**src/rtl/multicycle_control.sv**
```systemverilog
// Multi-cycle control FSM for an RV64 datapath that shares one ALU and one
// memory port. It supports LD, SD, R-type and BEQ, counts retired
// instructions, and has a watchdog that stops the core if memory stalls.
module multicycle_control #(
    parameter int unsigned MEM_TIMEOUT = 255,
    parameter int unsigned TMO_W       = 8,
    parameter int unsigned RET_W       = 32
) (
    input  logic             clk,
    input  logic             rst,
    input  logic [6:0]       opcode,
    input  logic [2:0]       funct3,
    input  logic             zero,
    input  logic             mem_ready,
    output logic             mem_req,
    output logic             mem_we,
    output logic             ir_write,
    output logic             pc_write,
    output logic             pc_src,
    output logic [1:0]       alu_src_a,
    output logic [1:0]       alu_src_b,
    output logic [1:0]       alu_op,
    output logic [1:0]       imm_sel,
    output logic             reg_write,
    output logic             mem_to_reg,
    output logic             illegal,
    output logic             error,
    output logic [RET_W-1:0] retired
);

    typedef enum logic [3:0] {
        FETCH, DECODE, MEM_ADDR, MEM_READ, MEM_WB, MEM_WRITE,
        EXECUTE, ALU_WB, BRANCH, TRAP, ERROR
    } state_t;

    localparam logic [6:0] OP_LD = 7'b0000011;
    localparam logic [6:0] OP_SD = 7'b0100011;
    localparam logic [6:0] OP_R  = 7'b0110011;
    localparam logic [6:0] OP_BR = 7'b1100011;

    // The watchdog fires on the cycle that would bring the wait count up to
    // MEM_TIMEOUT. A mem_ready in that same cycle still counts as success.
    localparam logic [TMO_W-1:0] TMO_LAST = TMO_W'(MEM_TIMEOUT - 1);

    state_t             state_q, state_d;
    logic [TMO_W-1:0]   tmo_q, tmo_d;
    logic [RET_W-1:0]   retired_q, retired_d;
    logic               is_ld, is_sd, is_r, is_beq;
    logic               retire;

    assign is_ld  = (opcode == OP_LD) && (funct3 == 3'b011);
    assign is_sd  = (opcode == OP_SD) && (funct3 == 3'b011);
    assign is_r   = (opcode == OP_R);
    assign is_beq = (opcode == OP_BR) && (funct3 == 3'b000);

    // State, watchdog and retire counter registers. Reset is asynchronous.
    always_ff @(posedge clk or posedge rst) begin
        if (rst) begin
            state_q   <= FETCH;
            tmo_q     <= '0;
            retired_q <= '0;
        end else begin
            state_q   <= state_d;
            tmo_q     <= tmo_d;
            retired_q <= retired_d;
        end
    end

    // Next-state logic, Moore control outputs, watchdog and retire update.
    always_comb begin
        state_d    = state_q;
        tmo_d      = '0;
        retire     = 1'b0;
        mem_req    = 1'b0;
        mem_we     = 1'b0;
        ir_write   = 1'b0;
        pc_write   = 1'b0;
        pc_src     = 1'b0;
        alu_src_a  = 2'd0;
        alu_src_b  = 2'd0;
        alu_op     = 2'b00;
        imm_sel    = 2'd0;
        reg_write  = 1'b0;
        mem_to_reg = 1'b0;
        illegal    = 1'b0;
        error      = 1'b0;

        unique case (state_q)
            FETCH: begin
                mem_req   = 1'b1;
                alu_src_b = 2'd1;
                if (mem_ready) begin
                    ir_write = 1'b1;
                    pc_write = 1'b1;
                    state_d  = DECODE;
                end
            end
            DECODE: begin
                alu_src_a = 2'd2;
                alu_src_b = 2'd2;
                imm_sel   = 2'd2;
                if (is_ld || is_sd) state_d = MEM_ADDR;
                else if (is_r)      state_d = EXECUTE;
                else if (is_beq)    state_d = BRANCH;
                else                state_d = TRAP;
            end
            MEM_ADDR: begin
                alu_src_a = 2'd1;
                alu_src_b = 2'd2;
                imm_sel   = (opcode == OP_SD) ? 2'd1 : 2'd0;
                state_d   = (opcode == OP_SD) ? MEM_WRITE : MEM_READ;
            end
            MEM_READ: begin
                mem_req = 1'b1;
                if (mem_ready) state_d = MEM_WB;
            end
            MEM_WB: begin
                reg_write  = 1'b1;
                mem_to_reg = 1'b1;
                retire     = 1'b1;
                state_d    = FETCH;
            end
            MEM_WRITE: begin
                mem_req = 1'b1;
                mem_we  = 1'b1;
                if (mem_ready) begin
                    retire  = 1'b1;
                    state_d = FETCH;
                end
            end
            EXECUTE: begin
                alu_src_a = 2'd1;
                alu_op    = 2'b10;
                state_d   = ALU_WB;
            end
            ALU_WB: begin
                reg_write = 1'b1;
                retire    = 1'b1;
                state_d   = FETCH;
            end
            BRANCH: begin
                alu_src_a = 2'd1;
                alu_op    = 2'b01;
                pc_src    = 1'b1;
                pc_write  = zero;
                retire    = 1'b1;
                state_d   = FETCH;
            end
            TRAP: begin
                illegal = 1'b1;
                state_d = FETCH;
            end
            ERROR: begin
                error = 1'b1;
            end
            default: state_d = FETCH;
        endcase

        // Request states count consecutive stalled cycles; leaving or
        // completing the request clears the counter.
        if (mem_req && !mem_ready) begin
            tmo_d = tmo_q + TMO_W'(1);
            if ((MEM_TIMEOUT != 0) && (tmo_q == TMO_LAST)) begin
                state_d = ERROR;
            end
        end

        retired_d = retired_q + RET_W'(retire);
        retired   = (state_q == ERROR) ? '0 : retired_q;

        if (rst) begin
            mem_req    = 1'b0;
            mem_we     = 1'b0;
            ir_write   = 1'b0;
            pc_write   = 1'b0;
            pc_src     = 1'b0;
            alu_src_a  = 2'd0;
            alu_src_b  = 2'd0;
            alu_op     = 2'b00;
            imm_sel    = 2'd0;
            reg_write  = 1'b0;
            mem_to_reg = 1'b0;
            illegal    = 1'b0;
            error      = 1'b0;
            retired    = '0;
        end
    end

endmodule

```
**config.mk**
```make
export PLATFORM = sky130hd
export DESIGN_NAME = multicycle_control
export DESIGN_NICKNAME = d
export VERILOG_FILES = /design/src/rtl/multicycle_control.sv
export SDC_FILE = /design/constraint.sdc
export NUM_CORES = 1
export LEC_CHECK = 0
export ABC_AREA = 1
export BUFFER_PORTS_ARGS = -buffer_cell sky130_fd_sc_hd__buf_2
export CORE_ASPECT_RATIO = 0.9
export CORE_MARGIN = 2
export CORE_UTILIZATION = 50
export CTS_BUF_LIST = sky130_fd_sc_hd__clkbuf_2 sky130_fd_sc_hd__clkbuf_4 sky130_fd_sc_hd__clkbuf_8
export CTS_CLUSTER_SIZE = 30
export DETAILED_ROUTE_END_ITERATION = 12
export MAX_ROUTING_LAYER = met4
export PLACE_DENSITY = 0.7
export SYNTH_ARGS = -nofsm -noshare
export SYNTH_HDL_FRONTEND = slang
export SYNTH_SLANG_ARGS = --single-unit
```
**constraint.sdc**
```tcl
create_clock -name clk -period 5.15 [get_ports clk]
set_clock_uncertainty 0.05 [all_clocks]
set_input_delay 1.545 -clock clk [delete_from_list [all_inputs] [get_ports clk]]
set_output_delay 1.545 -clock clk [all_outputs]
set_load 0.005 [all_outputs]
```
==> results.tsv <==
stage	metric	value	unit
finish	antenna_cells	0	
detailed_routing	drc	0	
floorplan	coreArea	0.00560	mm^2
critical_path	required	3.56	ns
job	maxCapViolCount	0	
yosys	synth_seq_cells	44	
detailed_routing	viasPerCell	4.90	
sta	worst_pin_slew	0.498	ns
detailed_routing	wl_per_cell	11.9	um
yosys	synth-edff-count	0	
pwr	finalPower	630	uW
pwr	p_per_area	189	mW/mm^2
detailed_routing	drtAntennaViolNets	0	
finish	area_growth	17.3	%
critical_path	rrSetupSlack	2.67	ns
sta	hold_viol_final	0	
critical_path	worstSetupPathType	input pin to output port	
cts	clk_pin_slew	0.08	ns
yosys	yosys_warnings	0	
place	hpwl	5170	um
sta	rsz0062_at_grt	no	
yosys	ys_seq_area_share	38.7	%
global_route	grt_antenna_before_repair	0	
cts	ctsLongestPathBuffers	2	
pwr	leakagePower	1.73	nW
yosys	ys_types	27	
floorplan	die_area	0.00631	mm^2
cts	postCtsHoldBufs	0	
sta	max_freq	229	MHz
critical_path	crit_arrival	2.77	ns
finish	final_cell_mix	nand2_1 (108), nor2_1 (95), buf_2 (62)	
sta	fin_tns_setup	0	ns
yosys	synth_top_flop_cell	dfrtp_1	
critical_path	endpoint	retired[28]	
global_route	grt_busiest_layer	met2	
global_route	grtUsageMet3	4.88	%
floorplan	die_h	75.5	um
global_route	met1_usage	33.5	%
critical_path	worst_setup_path_start_kind	input pin	
critical_path	r2r_start	state_q[0]	
cts	clk_latency	0.30	ns
sta	finalCritPeriodShare	84.7	%
yosys	syn_inst	417	
global_route	grt_max_degree	40	
outcome	status	complete, no violations	
worst_hold_path	hold_start	retired_q[30]	
global_route	grt.total_usage	23.1	%
yosys	syn_avg_cell_area	6.82	um^2
finish	final_common_cell	nand2_1	
critical_path	crit_fanout	32	
finish	postLayoutCellArea	0.00333	mm^2
finish	drive_above_1_share	20.0	%
global_route	use_met2	34.1	%
floorplan	initial_core_util	50.8	%
detailed_routing	wl	6600	um
sta	maxSlewHeadroom	66.8	%
critical_path	crit_path_end_kind	output port	
cts	cts.sinks	44	
sta	worst_slack	0.789	ns
place	place_area	0.00322	mm^2
critical_path	reg2reg_depth	12	
cts	cts-root-buf	clkbuf_8	
yosys	syn_area	0.00284	mm^2
place	port_buffers	62	
critical_path	rr_endpoint	retired_q[20]	
sta	timing.hold.ws	0.433	ns
yosys	synthesis.nets	435	
critical_path	critPathLaunch	rst	
floorplan	rows	26	
global_route	grt-ovfl-total	0	
sta	finalSetupViolations	0	
detailed_routing	drt_pass1_iterations	4	
place	place_congestion	0.917	
yosys	async_reset_ff_share	100	%
cts	cts-htree-levels	2	
detailed_routing	vias	2713	
floorplan	io_pins	63	
global_route	grt_pass1_vias	2449	
cts	post_cts_buffers	0	
pwr	vdd_drop_max	0.149	mV
worst_hold_path	hold_class	register to register	
finish	final_net_count	501	
sta	min_period	4.36	ns
place	pre_cts_slack	0.788	ns
cts	cts_tree	yes	
cts	numCtsBuffers	5	
detailed_routing	drtIter0Drc	183	
global_route	grt_pass1_wl	11300	um
floorplan	die_w	83.5	um
sta	finalMaxSlewViolations	0	
finish	nFillCells	550	
cts	cts_resized	0	
cell usage after synthesis (5+ instances only):
master	count	share of area, %
nand2_2	5	1.1
nand3_1	25	4.4
dfrtp_1	44	39
inv_1	54	7.1
nor3_1	15	2.6
nor2_2	11	2.4
xor2_1	21	6.5
nand2_1	108	14
nor2_1	95	13
registers in the layout, indices dropped and copies added, names as in the netlist:
signal	cells
state_q	4
retired_q	32
tmo_q	8
kinds of logic (layout without fill, tap and decap cells):
| family | Yosys count | after routing | synth area share, % |
|---|---|---|---|
| buffers and inverters | 63 | 130 | 8.85 |
| xor gates and xnor gates | 22 | 22 | 6.78 |
| adders and majority gates | 4 | 4 | 1.76 |
| AOI/OAI and AO/OA | 10 | 10 | 2.07 |
| DFF | 44 | 44 | 38.7 |
| and+or+nand+nor | 274 | 274 | 41.8 |
where the power goes:
group | total (mW) | internal [mW] | switching [mW] | leakage [nW]
Combinational | 0.0194 | 0.00602 | 0.0134 | 1.11
Clock | 0.265 | 0.149 | 0.116 | 0.0586
Sequential | 0.345 | 0.345 | 0 | 0.563
metal layers:
| metal | wire (um) | share of wire (%) | vias up |
|---|---|---|---|
| li1 | - | - | 1416 |
| met1 | 3380 | 51 | 1236 |
| met2 | 2820 | 43 | 57 |
| met3 | 362 | 5.5 | 4 |
| met4 | 42 | 0.64 | 0 |
| met5 | 0 | 0 | - |
critical path, stage by stage:
cell and delay (ns):
buf_2 0.19, clkinv_1 0.30, nand2_1 0.16, buf_4 0.32, nor2_1 0.09, buf_2 0.14
area by class of cell:
cell class              count  area [um^2]  share of cell area [%]
clock buffers               6         76.3                    2.29
inverters                  58          218                    6.53
multi-input cells         310         1490                    44.7
repair buffers             64          325                    9.76
flip-flops and latches     44         1100                    33.0
clock inverters             2         35.0                    1.05
well taps                  70         87.6                    2.63
how the worst min path moves through the flow:
stage               endpoint  slack, ns  cells after the start
2_1_floorplan  retired_q[30]       0.39                      2
3_3_place_gp   retired_q[30]       0.40                      2
3_5_place_dp   retired_q[30]       0.42                      2
4_1_cts        retired_q[30]       0.44                      2
5_1_grt        retired_q[31]       0.47                      2
6_report       retired_q[30]       0.43                      2
stage by stage:
stage,instances,utilization [%]
2_1_floorplan,417,-
3_3_place_gp,546,57.6
3_5_place_dp,546,57.6
4_1_cts,554,59.6
5_1_grt,554,59.6
6_report,554,59.6
Note: power is estimated with default switching activity, not from simulation.
